[src/rtl/dq02abc_scheduler_pkg.sv]
// rtl/dq02abc_scheduler_pkg.sv - shared widths and defaults for the dq0->abc scheduler
`ifndef SINGLE
`define SINGLE 32
`endif

package dq02abc_scheduler_pkg;

  localparam int DQ_NUM_CH  = 4;
  localparam int DQ_LATENCY = 24;
  localparam int DQ_SINGLE  = `SINGLE;

  // Channel id width; never narrower than one bit
  function automatic int id_width(input int n);
    return (n > 1) ? $clog2(n) : 1;
  endfunction

endpackage

[src/rtl/dq02abc_scheduler_rr_arbiter.sv]
// rtl/dq02abc_scheduler_rr_arbiter.sv - round-robin one-hot arbiter with internal pointer
module rr_arbiter
  import dq02abc_scheduler_pkg::*;
#(
  parameter int NUM_CH = DQ_NUM_CH
) (
  input  logic              clk,
  input  logic              rst,
  input  logic [NUM_CH-1:0] req,
  output logic [NUM_CH-1:0] grant
);

  localparam int IDW = id_width(NUM_CH);

  logic [IDW-1:0] ptr;
  logic [IDW-1:0] next_ptr;
  logic [IDW-1:0] scan_idx;
  logic           found;

  // Scan channels starting at the pointer; the first eligible one wins
  always_comb begin
    grant    = '0;
    found    = 1'b0;
    next_ptr = ptr;
    scan_idx = '0;
    for (int k = 0; k < NUM_CH; k++) begin
      scan_idx = IDW'((int'(ptr) + k) % NUM_CH);
      if (!found && req[scan_idx]) begin
        grant[scan_idx] = 1'b1;
        found           = 1'b1;
        next_ptr        = IDW'((int'(scan_idx) + 1) % NUM_CH);
      end
    end
  end

  // Pointer moves to one past the last winner, so the winner drops to lowest priority
  always_ff @(posedge clk or negedge rst) begin
    if (!rst) begin
      ptr <= '0;
    end else begin
      ptr <= next_ptr;
    end
  end

endmodule

[src/rtl/dq02abc_scheduler.sv]
// rtl/dq02abc_scheduler.sv - shares one dq0->abc transform datapath among NUM_CH channels
`ifndef SINGLE
`define SINGLE 32
`endif

module dq02abc_scheduler
  import dq02abc_scheduler_pkg::*;
#(
  parameter int NUM_CH  = DQ_NUM_CH,
  parameter int LATENCY = DQ_LATENCY
) (
  input  logic                      clk,
  input  logic                      rst,
  input  logic [NUM_CH-1:0]         req,
  input  logic [NUM_CH*`SINGLE-1:0] Vd_bus,
  input  logic [NUM_CH*`SINGLE-1:0] Vq_bus,
  input  logic [NUM_CH*`SINGLE-1:0] sin_bus,
  input  logic [NUM_CH*`SINGLE-1:0] cos_bus,
  output logic [NUM_CH-1:0]         ack,
  output logic [NUM_CH-1:0]         done,
  output logic [NUM_CH*`SINGLE-1:0] Va_bus,
  output logic [NUM_CH*`SINGLE-1:0] Vb_bus,
  output logic [NUM_CH*`SINGLE-1:0] Vc_bus,
  output logic                      dp_sta,
  output logic [`SINGLE-1:0]        dp_Vd,
  output logic [`SINGLE-1:0]        dp_Vq,
  output logic [`SINGLE-1:0]        dp_sin,
  output logic [`SINGLE-1:0]        dp_cos,
  input  logic [`SINGLE-1:0]        dp_Va,
  input  logic [`SINGLE-1:0]        dp_Vb,
  input  logic [`SINGLE-1:0]        dp_Vc,
  input  logic                      dp_done,
  output logic                      tag_err,
  output logic                      busy
);

  localparam int IDW = id_width(NUM_CH);

  logic [NUM_CH-1:0] in_flight;
  logic [NUM_CH-1:0] eligible;
  logic [NUM_CH-1:0] grant;
  logic [NUM_CH-1:0] exit_mask;
  logic [IDW-1:0]    grant_id;
  logic [IDW-1:0]    issue_id;
  logic              tag_v  [LATENCY];
  logic [IDW-1:0]    tag_id [LATENCY];
  logic              exit_v;
  logic [IDW-1:0]    exit_id;

  // A channel with a transaction outstanding cannot compete again until its result lands
  assign eligible = req & ~in_flight;
  assign exit_v   = tag_v[LATENCY-1];
  assign exit_id  = tag_id[LATENCY-1];
  assign busy     = |in_flight;

  rr_arbiter #(
    .NUM_CH(NUM_CH)
  ) u_arb (
    .clk  (clk),
    .rst  (rst),
    .req  (eligible),
    .grant(grant)
  );

  // One-hot grant to channel index
  always_comb begin
    grant_id = '0;
    for (int i = 0; i < NUM_CH; i++) begin
      if (grant[i]) grant_id = IDW'(i);
    end
  end

  // Channel retired by the tag line this cycle
  always_comb begin
    exit_mask = '0;
    if (exit_v) exit_mask[exit_id] = 1'b1;
  end

  // Grant stage: ack pulse, remember the winner, track outstanding channels
  always_ff @(posedge clk or negedge rst) begin
    if (!rst) begin
      ack       <= '0;
      issue_id  <= '0;
      in_flight <= '0;
    end else begin
      ack       <= grant;
      if (|grant) issue_id <= grant_id;
      in_flight <= (in_flight | grant) & ~exit_mask;
    end
  end

  // Issue stage: one cycle after the ack, present the winner's operands to the datapath
  always_ff @(posedge clk or negedge rst) begin
    if (!rst) begin
      dp_sta <= 1'b0;
      dp_Vd  <= '0;
      dp_Vq  <= '0;
      dp_sin <= '0;
      dp_cos <= '0;
    end else begin
      dp_sta <= |ack;
      if (|ack) begin
        dp_Vd  <= Vd_bus [int'(issue_id)*`SINGLE +: `SINGLE];
        dp_Vq  <= Vq_bus [int'(issue_id)*`SINGLE +: `SINGLE];
        dp_sin <= sin_bus[int'(issue_id)*`SINGLE +: `SINGLE];
        dp_cos <= cos_bus[int'(issue_id)*`SINGLE +: `SINGLE];
      end
    end
  end

  // Tag line mirrors the datapath pipeline so each result is routed to its issuer
  always_ff @(posedge clk or negedge rst) begin
    if (!rst) begin
      for (int i = 0; i < LATENCY; i++) begin
        tag_v[i]  <= 1'b0;
        tag_id[i] <= '0;
      end
    end else begin
      tag_v[0]  <= |ack;
      tag_id[0] <= issue_id;
      for (int i = 1; i < LATENCY; i++) begin
        tag_v[i]  <= tag_v[i-1];
        tag_id[i] <= tag_id[i-1];
      end
    end
  end

  // Completion: capture results for the retiring tag, and flag datapath/tag disagreement
  always_ff @(posedge clk or negedge rst) begin
    if (!rst) begin
      done    <= '0;
      Va_bus  <= '0;
      Vb_bus  <= '0;
      Vc_bus  <= '0;
      tag_err <= 1'b0;
    end else begin
      done <= exit_mask;
      if (exit_v) begin
        Va_bus[int'(exit_id)*`SINGLE +: `SINGLE] <= dp_Va;
        Vb_bus[int'(exit_id)*`SINGLE +: `SINGLE] <= dp_Vb;
        Vc_bus[int'(exit_id)*`SINGLE +: `SINGLE] <= dp_Vc;
      end
      if (dp_done != exit_v) tag_err <= 1'b1;
    end
  end

endmodule
[config.mk]
export PLATFORM = sky130hd
export DESIGN_NAME = dq02abc_scheduler
export DESIGN_NICKNAME = d
export VERILOG_FILES = /design/src/rtl/dq02abc_scheduler_pkg.sv /design/src/rtl/dq02abc_scheduler_rr_arbiter.sv /design/src/rtl/dq02abc_scheduler.sv
export SDC_FILE = /design/constraint.sdc
export NUM_CORES = 1
export LEC_CHECK = 0
export CAP_MARGIN = 0
export CORE_AREA = 2 2 446 448
export DETAILED_ROUTE_END_ITERATION = 6
export DIE_AREA = 0 0 448 450
export GPL_TIMING_DRIVEN = 0
export HOLD_SLACK_MARGIN = 0.02
export PLACE_DENSITY = 0.34
export SYNTH_ARGS = -nofsm -noshare
export SYNTH_HDL_FRONTEND = slang
export SYNTH_SLANG_ARGS = --single-unit
[constraint.sdc]
create_clock -name clk -period 3.9 [get_ports clk]
set_input_delay 0.78 -clock clk [delete_from_list [all_inputs] [get_ports clk]]
set_output_delay 0.78 -clock clk [all_outputs]
set_load 0.03 [all_outputs]
==> results.ini, run 1 <==
[status]
status=completed

[layout]
fin_nets=3590
area.growth.synth_to_final_pct=73.76
layout_common_cells=clkdlybuf4s50_1, dfrtp_1, nand2_1
fillerInstances=21330
drive_gt1_share_pct=9.808
layout_commonest_cell=clkdlybuf4s50_1

[die]
io_pins=1138
rows=163
die_height_um=450
die_w_um=448
dieArea_um2=201600
core_area_um2=196600
initial_core_util_pct=12.21

[clock_tree]
clock_sinks=601
cts_tree=yes
clock-root-buffer=clkbuf_16
htreeDepth=3
postCtsSetupRepairBufs=0
clkTransAtPathRegs_ns=0.06
clk_latency_ns=0.70
holdBufCountCts=0
cts_buffers=82
clock_path_buffers=3
cts_resized=3

[global_route]
grt_max_degree=105
antenna_found_initial=51
grt_pass1_vias=22110
overflow=0
gr-usage-all-layers_pct=14.42
grt_first_pass_wirelength_um=198700

[synthesis]
syn-num-nets=2362
yosys_warnings=0
synthTopCellsByArea=dfrtp_1, a22o_1, mux4_2, nand2_1, clkbuf_1
synth_top_family_by_area=compound AO/OA/AOI/OAI gates
seq_area_frac_synth_pct=62.64
synth-compound-area-share_pct=14.65
synth-seq-cells=601
syn_avg_cell_area_um2=13.85
synthesis.area_um2=24010
synth_cell_types=36
yosys.area.top_type_share_pct=62.64
synth_top_area_cell=dfrtp_1
synthSimpleGateAreaFrac_pct=7.269
synth_mux_area_share_pct=12.33
syn_inst=1734
synth_xor_area_share_pct=0.07295
synthAdderAreaFrac_pct=0.6774

[power_and_ir_drop]
p_clk_share_pct=22.0
p_leak_nw=17.35
total_power_w=0.03522
p_int_w=0.02008
p_seq_share_pct=28.1
power_density_nw_per_um2=844.1
combPwrFrac_pct=49.9
switchingPower_w=0.01514
vdd_drop_max_mv=0.3853
sw_frac_of_total_pct=42.98

[worst_setup_path]
required_ns=4.51
crit_type=reg2reg
startpoint_type=flop
cp_max_fo=10
rrSetupSlack_ns=0.37
cp-end-kind=flop
cp.arrival_ns=4.14

[placed_design]
dp_hpwl_um=120500
gp_congestion=0.8761
port_buffers=1137

[sta]
min_period_ns=3.529
skew_ns=0.03097
fmax_ghz=0.2834
finalCritPeriodShare_pct=90.48
rsz0062_at_grt=no
setup_tns_ns=0
worst_slew_pin_slew_ns=1.287
drv_slew=0
setup_violations=0
finalHoldViolCount=0
relSlewSlack_pct=13.42

[detailed_routing]
vias_per_cell=3.583
detail_route.wl_per_cell_um=26.17
drt_wl_total_um=148800
drt_iter0_drc=959
first_pass_iters=5
ant_nets=0
vias=20370
drc=0

[min_path]
hold_class=in2async

[job]
cap_viol_max_count=0

==> layer usage <==
metal	share of wire [%]	GRT usage (%)
met5	0.12	0
met4	4.8	7.108
met3	6.8	4.016
met2	55	27.24
met1	33	14.24
==> metrics by stage <==
| step | hold slack [ns] | cell area [um2] | worst slack, ns | cells | utilization [%] |
|---|---|---|---|---|---|
| floorplan | 0.3312 | 24010 | 1.377 | 1734 | - |
| detailed placement | 0.3347 | 38910 | -0.5846 | 5519 | 19.79 |
| global route | 0.08576 | 41700 | 0.1162 | 5679 | 21.21 |
| CTS | 0.03117 | 41680 | 0.1091 | 5668 | 21.20 |
| global placement | 0.3320 | 38690 | -29.14 | 5511 | 19.68 |
| finish | 0.08916 | 41720 | 0.3712 | 5686 | 21.22 |
==> path summary, 6_finish.rpt <==
check / endpoint / startpoint / cells after the start
max: Va_bus[55] / exit_id[0] / 7
min: Vb_bus[97] / rst / 1
max reg2reg: Va_bus[55] / exit_id[0] / 7
min reg2reg: tag_id[4] / tag_id[6] / 0
max in group asynchronous: dp_cos[25] / rst / 4
min in group clk: tag_id[4] / tag_id[6] / 0
==> power groups by stage <==
stage	Combinational, W	Sequential (W)	Clock, W
after global routing	0.0186	0.0102	0.00835
after detailed placement	0.0181	0.00998	0
after CTS	0.0181	0.00992	0.00811
final	0.0176	0.00990	0.00775
after floorplan	0.00546	0.0136	0
after global placement	0.0181	0.0101	0
==> worst max-delay path: stages, from the launching register on <==
cell	delay (ns)
dfrtp_1	0.45
inv_1	0.17
ha_1	0.38
inv_1	0.10
nor4_4	0.57
clkbuf_2	0.62
buf_1	0.86
a22o_1	0.25
==> synth_stat cells, drive strengths merged <==
| master | instances |
|---|---|
| a211o | 2 |
| a21oi | 2 |
| a221o | 3 |
| a222oi | 1 |
| a22o | 387 |
| a32oi | 1 |
| and2 | 1 |
| and2b | 1 |
| and3b | 1 |
| buf | 34 |
| clkbuf | 105 |
| dfrtp | 601 |
| ha | 13 |
| inv | 10 |
| mux2i | 1 |
| mux4 | 131 |
| nand2 | 392 |
| nand2b | 7 |
| nand3 | 4 |
| nor2 | 11 |
| nor2b | 4 |
| nor3 | 4 |
| nor4 | 7 |
| nor4b | 1 |
| o21a | 2 |
| o21ai | 2 |
| o31a | 1 |
| o31ai | 2 |
| or4 | 1 |
| xnor2 | 2 |
==> area by class of cell <==
cell class                      instances  area [um2]  area share, %
Inverter                               10       37.54        0.08997
Tap cell                             2640        3303          7.917
Timing Repair Buffer                 1145       11570          27.72
Antenna cell                           18       45.04         0.1080
Multi-Input combinational cell        984        8438          20.22
Clock inverter                         23       264.0         0.6328
Clock buffer                          127        2494          5.977
Sequential cell                       601       15040          36.05
Buffer                                138       534.3          1.281
==> registers in the layout, summed over array words and instances (netlist names), 2 cells and up <==
signal,cells
Va_bus,128
Vb_bus,128
Vc_bus,128
ack,4
done,4
dp_Vd,32
dp_Vq,32
dp_cos,32
dp_sin,32
exit_id,2
in_flight,4
issue_id,2
tag_id,46
tag_v,23
u_arb.ptr,2
==> cell families (layout without fill, tap and decap cells) <==
family	after synthesis	after routing
buffers and inverters	149	1443
multiplexers	132	132
adder cells (fa/ha/maj)	13	13
XOR/XNOR	2	2
flip-flops	601	601
AND/OR/NAND/NOR	434	434
other	0	18
AO/OA/AOI/OAI	403	403
No activity file was read; power rests on OpenSTA's default activity.
==> run 2, diff against run 1 <==
Settings changed: SLEW_MARGIN set to 20.
==> results.ini, run 2 (synthesized netlist as in run 1, its figures left out) <==
[die]
core_area_um2=196600  ; unchanged
dieArea_um2=201600  ; unchanged
rows=163  ; unchanged
io_pins=1138  ; unchanged
initial_core_util_pct=12.21  ; unchanged
die_height_um=450  ; unchanged
die_w_um=448  ; unchanged

[placed_design]
dpl_cell_area_um2=38960  ; +0.12%
dp_hpwl_um=120600  ; +0.12%
port_buffers=1137  ; unchanged
gp_congestion=0.8761  ; unchanged
placed_cells=5522  ; +0.054%

[sta]
setup_tns_ns=0  ; unchanged
finalCritPeriodShare_pct=86.86  ; -3.6 points
fmax_ghz=0.2952  ; +4.2%
worst_slew_pin_slew_ns=1.045  ; -0.2416 ns
setup_violations=0  ; unchanged
skew_ns=0.02340  ; -0.007573 ns
whs_ns=0.3304  ; +0.2412 ns
finalHoldViolCount=0  ; unchanged
min_period_ns=3.387  ; -0.1414 ns
rsz0062_at_grt=no
drv_slew=0  ; unchanged
relSlewSlack_pct=30.32  ; +17 points

[detailed_routing]
detail_route.wl_per_cell_um=26.26  ; +0.36%
drt_wl_total_um=149100  ; +0.18%
ant_nets=0  ; unchanged
first_pass_iters=5  ; unchanged
drt_iter0_drc=1079  ; +13%
drc=0  ; unchanged
vias_per_cell=3.596  ; +0.36%
vias=20410  ; +0.19%

[global_route]
grt_max_degree=86  ; -18%
grt_pass1_vias=21910  ; -0.90%
grt_first_pass_wirelength_um=198600  ; about the same
antenna_found_initial=38  ; -25%
overflow=0  ; unchanged
gr-usage-all-layers_pct=14.39  ; -0.029 points

[power_and_ir_drop]
p_leak_nw=17.37  ; +0.10%
total_power_w=0.03513  ; -0.25%
power_density_nw_per_um2=842.9  ; -0.14%
vdd_drop_max_mv=0.3161  ; -18%

[layout]
layout_common_cells=clkdlybuf4s50_1, dfrtp_1, nand2_1
layout_commonest_cell=clkdlybuf4s50_1
drive_gt1_share_pct=10.11  ; +0.30 points
fin_nets=3596  ; +0.17%
instances_no_fill=5676  ; -0.18%
fillerInstances=21400  ; +0.32%
final_area_um2=41680  ; -0.10%
largestRegisters=Va_bus (128), Vb_bus (128), Vc_bus (128)
area.growth.synth_to_final_pct=73.58

[clock_tree]
clk_latency_ns=0.69  ; about the same
clock-root-buffer=clkbuf_16
cts_buffers=81  ; -1.2%
clkTransAtPathRegs_ns=0.06  ; about the same
clock_sinks=601  ; unchanged
postCtsSetupRepairBufs=0  ; unchanged
clock_path_buffers=3  ; unchanged
htreeDepth=3  ; unchanged
cts_tree=yes

[worst_setup_path]
cp_max_fo=10  ; unchanged
crit_type=reg2reg
required_ns=4.52  ; about the same
rrSetupSlack_ns=0.51  ; +0.14 ns
cp-end-kind=flop
rr_worst_depth=8  ; +1
rr_endpoint=Va_bus[57]
cp.arrival_ns=4.00  ; -0.14 ns
startpoint_type=flop
rr_startpoint=exit_id[1]

[min_path]
hold_class=reg2reg
worstHoldStart=tag_id[6]
worstHoldEndpoint=tag_id[4]
hold_depth=0

[status]
status=completed

[job]
cap_viol_max_count=0  ; unchanged

## run 2: changes by cell type in the layout (fill, tap and decap cells not counted), moves of 2 or more
cell and change:
clkinv_2 +3, buf_2 +3, inv_16 -2, inv_6 +2, clkinv_16 -2, diode_2 -10
clkbuf_8 -10, clkbuf_1 -6, buf_1 -3, clkbuf_2 +7, bufinv_16 +3, nor4_2 +2
## run 2: worst max-delay path, stage by stage (launching register included)
cell and delay [ns]:
dfrtp_1 0.40, inv_1 0.11, ha_1 0.15, nand2_1 0.37
nor4_2 0.42, buf_4 0.24, clkbuf_2 0.51, buf_1 0.84
a22o_1 0.25
## run 2: how the worst max path moves through the flow
stage                  from           end  slack, ns  cells past startpoint
3_5_place_dp     exit_id[0]    Va_bus[86]      -0.01                      8
2_1_floorplan  u_arb.ptr[0]   issue_id[0]       1.38                      9
5_1_grt          exit_id[1]    Va_bus[58]       0.16                      8
6_report         exit_id[1]    Va_bus[57]       0.51                      8
4_1_cts          exit_id[0]  in_flight[2]       0.13                      7
3_3_place_gp            rst     dp_Vd[22]     -29.14                      1
## run 2: stage by stage
step                utilization, %  setup WS [ns]
floorplan                        -          1.377
global placement             19.68         -29.14
detailed placement           19.82      -0.009970
CTS                          21.17         0.1299
global route                 21.19         0.1615
finish                       21.20         0.5126
## run 2: cell type report
type	count	area, um2	area share (%)
clock inverters	27	294.0	0.7055
plain buffers	139	555.5	1.333
repair buffers	1151	11640	27.93
inverters	10	37.54	0.09006
clock buffers	116	2352	5.644
diodes	8	20.02	0.04803
multi-input cells	984	8436	20.24
well taps	2640	3303	7.926
flip-flops and latches	601	15040	36.09
## run 2: report_power, final
group          total [W]  internal, W  leakage (nW)  switching (W)
Combinational     0.0176      0.00694          8.23         0.0107
Clock            0.00763      0.00451          1.30        0.00312
Sequential       0.00991      0.00862          7.83        0.00129
## run 2: layer usage
layer	routed length, um	GRT usage [%]	share of wire, %	up-vias
li1	-	-	-	8926
met1	49870	14.23	33	10490
met2	84680	28.41	57	787
met3	9857	3.823	6.6	186
met4	4516	4.666	3.0	22
met5	143	0	0.096	-
## run 2: repair_timing
action                                  in CTS  in global routing
resized for setup                            2                  0
endpoints found under the setup margin      10                  0
hold buffers                                 1                  0
hold endpoints to repair                    15                  0
